===== src/rtl/mdio_controller.sv =====
// Clause-22 MDIO management master: serializes a latched 32-bit frame on MDC/MDIO
// and captures 16 read bits. Define MDIO_PREAMBLE_EN to prepend a 32-bit all-ones preamble.
module mdio_controller #(
    parameter int MDC_HALF = 1
) (
    input  logic        clk,
    input  logic        rst_n,
    input  logic        mdio_start,
    input  logic [31:0] t_data,
    input  logic        mdio_in,
    output logic        mdc,
    output logic        mdio_out,
    output logic        mdio_oe,
    output logic [15:0] rd_data,
    output logic        data_rdy,
    output logic        mdio_done,
    output logic        busy,
    output logic        op_err
);

`ifdef MDIO_PREAMBLE_EN
    localparam logic [6:0] PRE_BITS = 7'd32;
`else
    localparam logic [6:0] PRE_BITS = 7'd0;
`endif
    localparam logic [6:0] FRAME_BITS = PRE_BITS + 7'd32;
    localparam logic [7:0] HALF_LAST  = 8'(MDC_HALF - 1);

    typedef enum logic [2:0] {
        IDLE,
`ifdef MDIO_PREAMBLE_EN
        PREAMBLE,
`endif
        HEADER,
        TURNAROUND,
        WR_DATA,
        RD_DATA,
        DONE
    } state_t;

`ifdef MDIO_PREAMBLE_EN
    localparam state_t FIRST_STATE = PREAMBLE;
`else
    localparam state_t FIRST_STATE = HEADER;
`endif

    state_t      state;
    state_t      launch_state;
    logic [31:0] tx_shift;
    logic [15:0] rx_shift;
    logic [6:0]  bit_cnt;
    logic [6:0]  frame_idx;
    logic [7:0]  half_cnt;
    logic        high_phase;
    logic        is_read;
    logic        launch_oe;
    logic        launch_out;
    logic        launch_pre;
    logic        start_ok;

    assign frame_idx = bit_cnt - PRE_BITS;
    assign start_ok  = mdio_start && (t_data[29:28] == 2'b01 || t_data[29:28] == 2'b10);

    // Phase and drive values for the bit that the next low phase will launch.
    always_comb begin
        // NOTE: every output of this block gets a default first, so no path leaves one unassigned and no latch is inferred.
        launch_state = HEADER;
        launch_oe    = 1'b1;
        launch_out   = tx_shift[31];
        launch_pre   = 1'b0;
        if (frame_idx >= 7'd16) begin
            launch_state = is_read ? RD_DATA : WR_DATA;
        end else if (frame_idx >= 7'd14) begin
            launch_state = TURNAROUND;
        end
        if (is_read && (launch_state == TURNAROUND || launch_state == RD_DATA)) begin
            launch_oe  = 1'b0;
            launch_out = 1'b0;
        end
`ifdef MDIO_PREAMBLE_EN
        if (bit_cnt < PRE_BITS) begin
            launch_state = PREAMBLE;
            launch_oe    = 1'b1;
            launch_out   = 1'b1;
            launch_pre   = 1'b1;
        end
`endif
    end

    always_ff @(posedge clk or negedge rst_n) begin
        if (!rst_n) begin
            state      <= IDLE;
            tx_shift   <= '0;
            rx_shift   <= '0;
            bit_cnt    <= '0;
            half_cnt   <= '0;
            high_phase <= 1'b0;
            is_read    <= 1'b0;
            mdc        <= 1'b0;
            mdio_out   <= 1'b0;
            mdio_oe    <= 1'b0;
            rd_data    <= '0;
            data_rdy   <= 1'b0;
            mdio_done  <= 1'b0;
            busy       <= 1'b0;
            op_err     <= 1'b0;
        end else begin
            // NOTE: non-blocking assignments throughout, so every branch sees the pre-edge register values.
            mdio_done <= 1'b0;
            data_rdy  <= 1'b0;
            op_err    <= 1'b0;
            case (state)
                IDLE, DONE: begin
                    state    <= IDLE;
                    mdc      <= 1'b0;
                    mdio_oe  <= 1'b0;
                    mdio_out <= 1'b0;
                    busy     <= 1'b0;
                    if (start_ok) begin
                        // Acceptance ends a virtual high phase, so the next edge launches bit 0.
                        state      <= FIRST_STATE;
                        tx_shift   <= t_data;
                        is_read    <= (t_data[29:28] == 2'b10);
                        bit_cnt    <= '0;
                        half_cnt   <= HALF_LAST;
                        high_phase <= 1'b1;
                        busy       <= 1'b1;
                    end else if (mdio_start) begin
                        op_err <= 1'b1;
                    end
                end
                default: begin
                    if (half_cnt != HALF_LAST) begin
                        half_cnt <= half_cnt + 8'd1;
                    end else begin
                        half_cnt <= '0;
                        if (!high_phase) begin
                            high_phase <= 1'b1;
                            mdc        <= 1'b1;
                            if (state == RD_DATA) rx_shift <= {rx_shift[14:0], mdio_in};
                        end else if (bit_cnt == FRAME_BITS) begin
                            state     <= DONE;
                            mdc       <= 1'b0;
                            mdio_oe   <= 1'b0;
                            mdio_out  <= 1'b0;
                            busy      <= 1'b0;
                            mdio_done <= 1'b1;
                            if (is_read) begin
                                rd_data  <= rx_shift;
                                data_rdy <= 1'b1;
                            end
                        end else begin
                            state      <= launch_state;
                            high_phase <= 1'b0;
                            mdc        <= 1'b0;
                            mdio_oe    <= launch_oe;
                            mdio_out   <= launch_out;
                            bit_cnt    <= bit_cnt + 7'd1;
                            if (!launch_pre) tx_shift <= {tx_shift[30:0], 1'b0};
                        end
                    end
                end
            endcase
        end
    end

endmodule


===== config.mk =====
export PLATFORM = sky130hd
export DESIGN_NAME = mdio_controller
export DESIGN_NICKNAME = d
export VERILOG_FILES = /design/src/rtl/mdio_controller.sv
export SDC_FILE = /design/constraint.sdc
export NUM_CORES = 1
export LEC_CHECK = 0
export CAP_MARGIN = 20
export CORE_MARGIN = 2
export CORE_UTILIZATION = 50
export CTS_CLUSTER_SIZE = 16
export DETAILED_ROUTE_END_ITERATION = 6
export PLACE_DENSITY_LB_ADDON = 0.15
export SYNTH_ARGS = -nofsm -noshare
export SYNTH_HDL_FRONTEND = slang
export SYNTH_SLANG_ARGS = --single-unit

===== constraint.sdc =====
create_clock -name clk -period 3.7 [get_ports clk]
set_input_delay 0.555 -clock clk [delete_from_list [all_inputs] [get_ports clk]]
set_output_delay 0.555 -clock clk [all_outputs]
set_load 0.05 [all_outputs]

==> results.yml <==
run_status:
  status: "completed"
timing:
  layout_setup_ws_ns: 1.32
  timing.hold.ws_ns: 0.0616
  clock_skew_ns: 0.0104
  max_freq_ghz: 0.420
  period_minus_slack_ns: 2.38
  hold_viol_final: 0
  maxSlewViolCount: 0
  setup_tns_ns: 0
  finalCritPeriodShare_pct: 64.3
  setup_viol: 0
  rsz0062_at_grt: "no"
  slew-limit-headroom_pct: 40.2
  worstMarginPinSlew_ns: 0.893
synthesis:
  ys.flop_type: "dfrtp_1"
  synth_top_area_share_pct: 55.5
  synth_nets: 366
  async_flop_share_pct: 100
  yosysWarnings: 0
  synth_commonest_cells: "dfrtp_1 (91), nand2b_1 (31), o221a_1 (27)"
  netlist_area_um2: 4100
  synthDistinctLibCells: 51
  ys_seq_area_share_pct: 55.5
  synth_edf_count: 0
  yosys-top-cells-area: "dfrtp_1 (56%), o221a_1 (7.4%), mux2_2 (5.5%)"
  yosys.area.top_type: "dfrtp_1"
  postSynthCellCount: 325
  ys_seq_elements: 91
  yosysMostFrequentCell: "dfrtp_1"
  synth.avg_cell_area_um2: 12.6
detailed_routing:
  wl_per_cell_um: 15.5
  viasPerCell: 5.63
  first_iter_violations: 119
  via_count: 2781
  ant_nets: 0
  wl_um: 7640
  route.detailed.drc: 0
  dr.pass1.iters: 4
clock_network:
  cts-resized-gates: 0
  cts-buffers-inserted: 9
  cts_hold_buf: 0
  h-tree-depth: 3
  clockBufferDepth: 2
  clock_sinks: 91
  cts_tree: "yes"
  post_cts_buffers: 0
  clockRootBuffer: "clkbuf_8"
  clkTransAtPathRegs_ns: 0.09
  clk_latency_ns: 0.36
final_layout:
  fill_cells: 676
  antenna_cells: 0
  fin_nets: 425
  drive_gt1_share_pct: 16.2
  regArea_um2: 2280
  final_area_um2: 5020
  syn_to_final_growth_pct: 22.4
  final_util_pct: 62.1
  stdcell_count: 494
  multi_input_area_um2: 1700
floorplan:
  die_h_um: 94.6
  dieArea_um2: 8950
  pin_count: 59
  num_rows: 33
  core_area_um2: 8090
  fp.dieW_um: 94.6
  start_util_pct: 50.7
min_path:
  hold_class: "in2async"
worst_setup_path:
  endpoint_kind: "flip-flop"
  r2r_slack_ns: 1.32
  cp-start-kind: "flip-flop"
  critPathKind: "reg2reg"
  cp.arrival_ns: 2.63
  reg2reg_to: "rx_shift[14]"
  path_max_fanout: 16
  r2r_cells: 5
  required_ns: 3.94
  timing.rr.start: "half_cnt[0]"
placed_design:
  place_congestion: 0.850
  dp_hpwl_um: 5110
  dpl_worst_slack_ns: 1.19
  port_buffers: 58
  place_area_um2: 4780
  dp_cells: 477
pwr:
  leakagePower_nw: 2.16
  p_per_area_nw_per_um2: 706
  total_power_mw: 3.54
  vdd_drop_max_mv: 0.429
global_route:
  gr-usage-met3_pct: 3.51
  grt_pass1_vias: 2598
  grt_pass1_wl_um: 12900
  grt_util_all_layers_pct: 18.6
  grt_max_degree: 83
  grtUsageMet1_pct: 27.9
  top_usage_layer: "met1"
  grt_antenna_before_repair: 0
  grt_overflow: 0
  grt_util_met2_pct: 26.7
job:
  maxCapViolCount: 0
==> cell families (layout without fill, tap and decap cells) <==
kind of cell / after synthesis / in the layout / synth area share (%)
AOI/OAI and AO/OA: 71 / 71 / 15.0
buffers and inverters: 26 / 90 / 3.32
xor gates and xnor gates: 5 / 5 / 1.07
DFF: 91 / 91 / 55.5
and+or+nand+nor: 94 / 94 / 13.6
muxes: 33 / 33 / 9.94
adders and majority gates: 5 / 5 / 1.52
==> layout by cell type (no fill, tap or decap), types with 4 or more instances in the layout <==
master	instances
a21oi_1	6
a31oi_1	6
buf_4	6
clkbuf_8	10
clkdlybuf4s50_1	57
dfrtp_1	91
ha_1	5
inv_1	9
mux2_2	20
mux2_4	10
nand2_1	18
nand2b_1	31
nand3_1	11
nor2_1	8
o21ai_0	8
o221a_1	27
o221a_2	4
xor2_1	4
==> flip-flops by register name, summed over array words and instances (netlist names) <==
register	flops
bit_cnt	7
busy	1
data_rdy	1
half_cnt	8
high_phase	1
is_read	1
mdc	1
mdio_done	1
mdio_oe	1
mdio_out	1
op_err	1
rd_data	16
rx_shift	16
state	3
tx_shift	32
==> per-layer routing <==
metal	routed length, um	vias to the layer above
met1	3750	1383
met3	323	10
met5	0	-
met4	129	0
li1	-	1320
met2	3450	68
==> worst max-delay path: stages, from the launching register on <==
cell and delay [ns]:
dfrtp_1 0.44, inv_1 0.08, ha_1 0.15, nor3b_1 0.41
nand3_1 0.68, mux2_2 0.51
==> worst max-delay path by stage <==
stage,from,end,cells past startpoint
after floorplan,t_data[28],tx_shift[1],8
after global placement,half_cnt[0],tx_shift[8],7
after detailed placement,t_data[28],tx_shift[11],8
after CTS,half_cnt[0],rx_shift[5],5
after global routing,half_cnt[0],rx_shift[5],5
final,half_cnt[0],rx_shift[14],5
==> power breakdown <==
| part | total (mW) | leakage, nW | internal, mW | switching, mW |
|---|---|---|---|---|
| combinational | 1.39 | 0.906 | 0.619 | 0.769 |
| clock | 0.693 | 0.101 | 0.337 | 0.356 |
| sequential | 1.46 | 1.15 | 1.27 | 0.195 |
==> cell type report <==
type / count / share of cell area [%]
sequential: 91 / 45.3
multi-input combinational: 208 / 33.8
timing repair buffer: 65 / 13.4
clock buffer: 10 / 2.74
tap: 105 / 2.62
clock inverter: 6 / 1.47
inverter: 9 / 0.673
(Power assumes the default switching activity.)
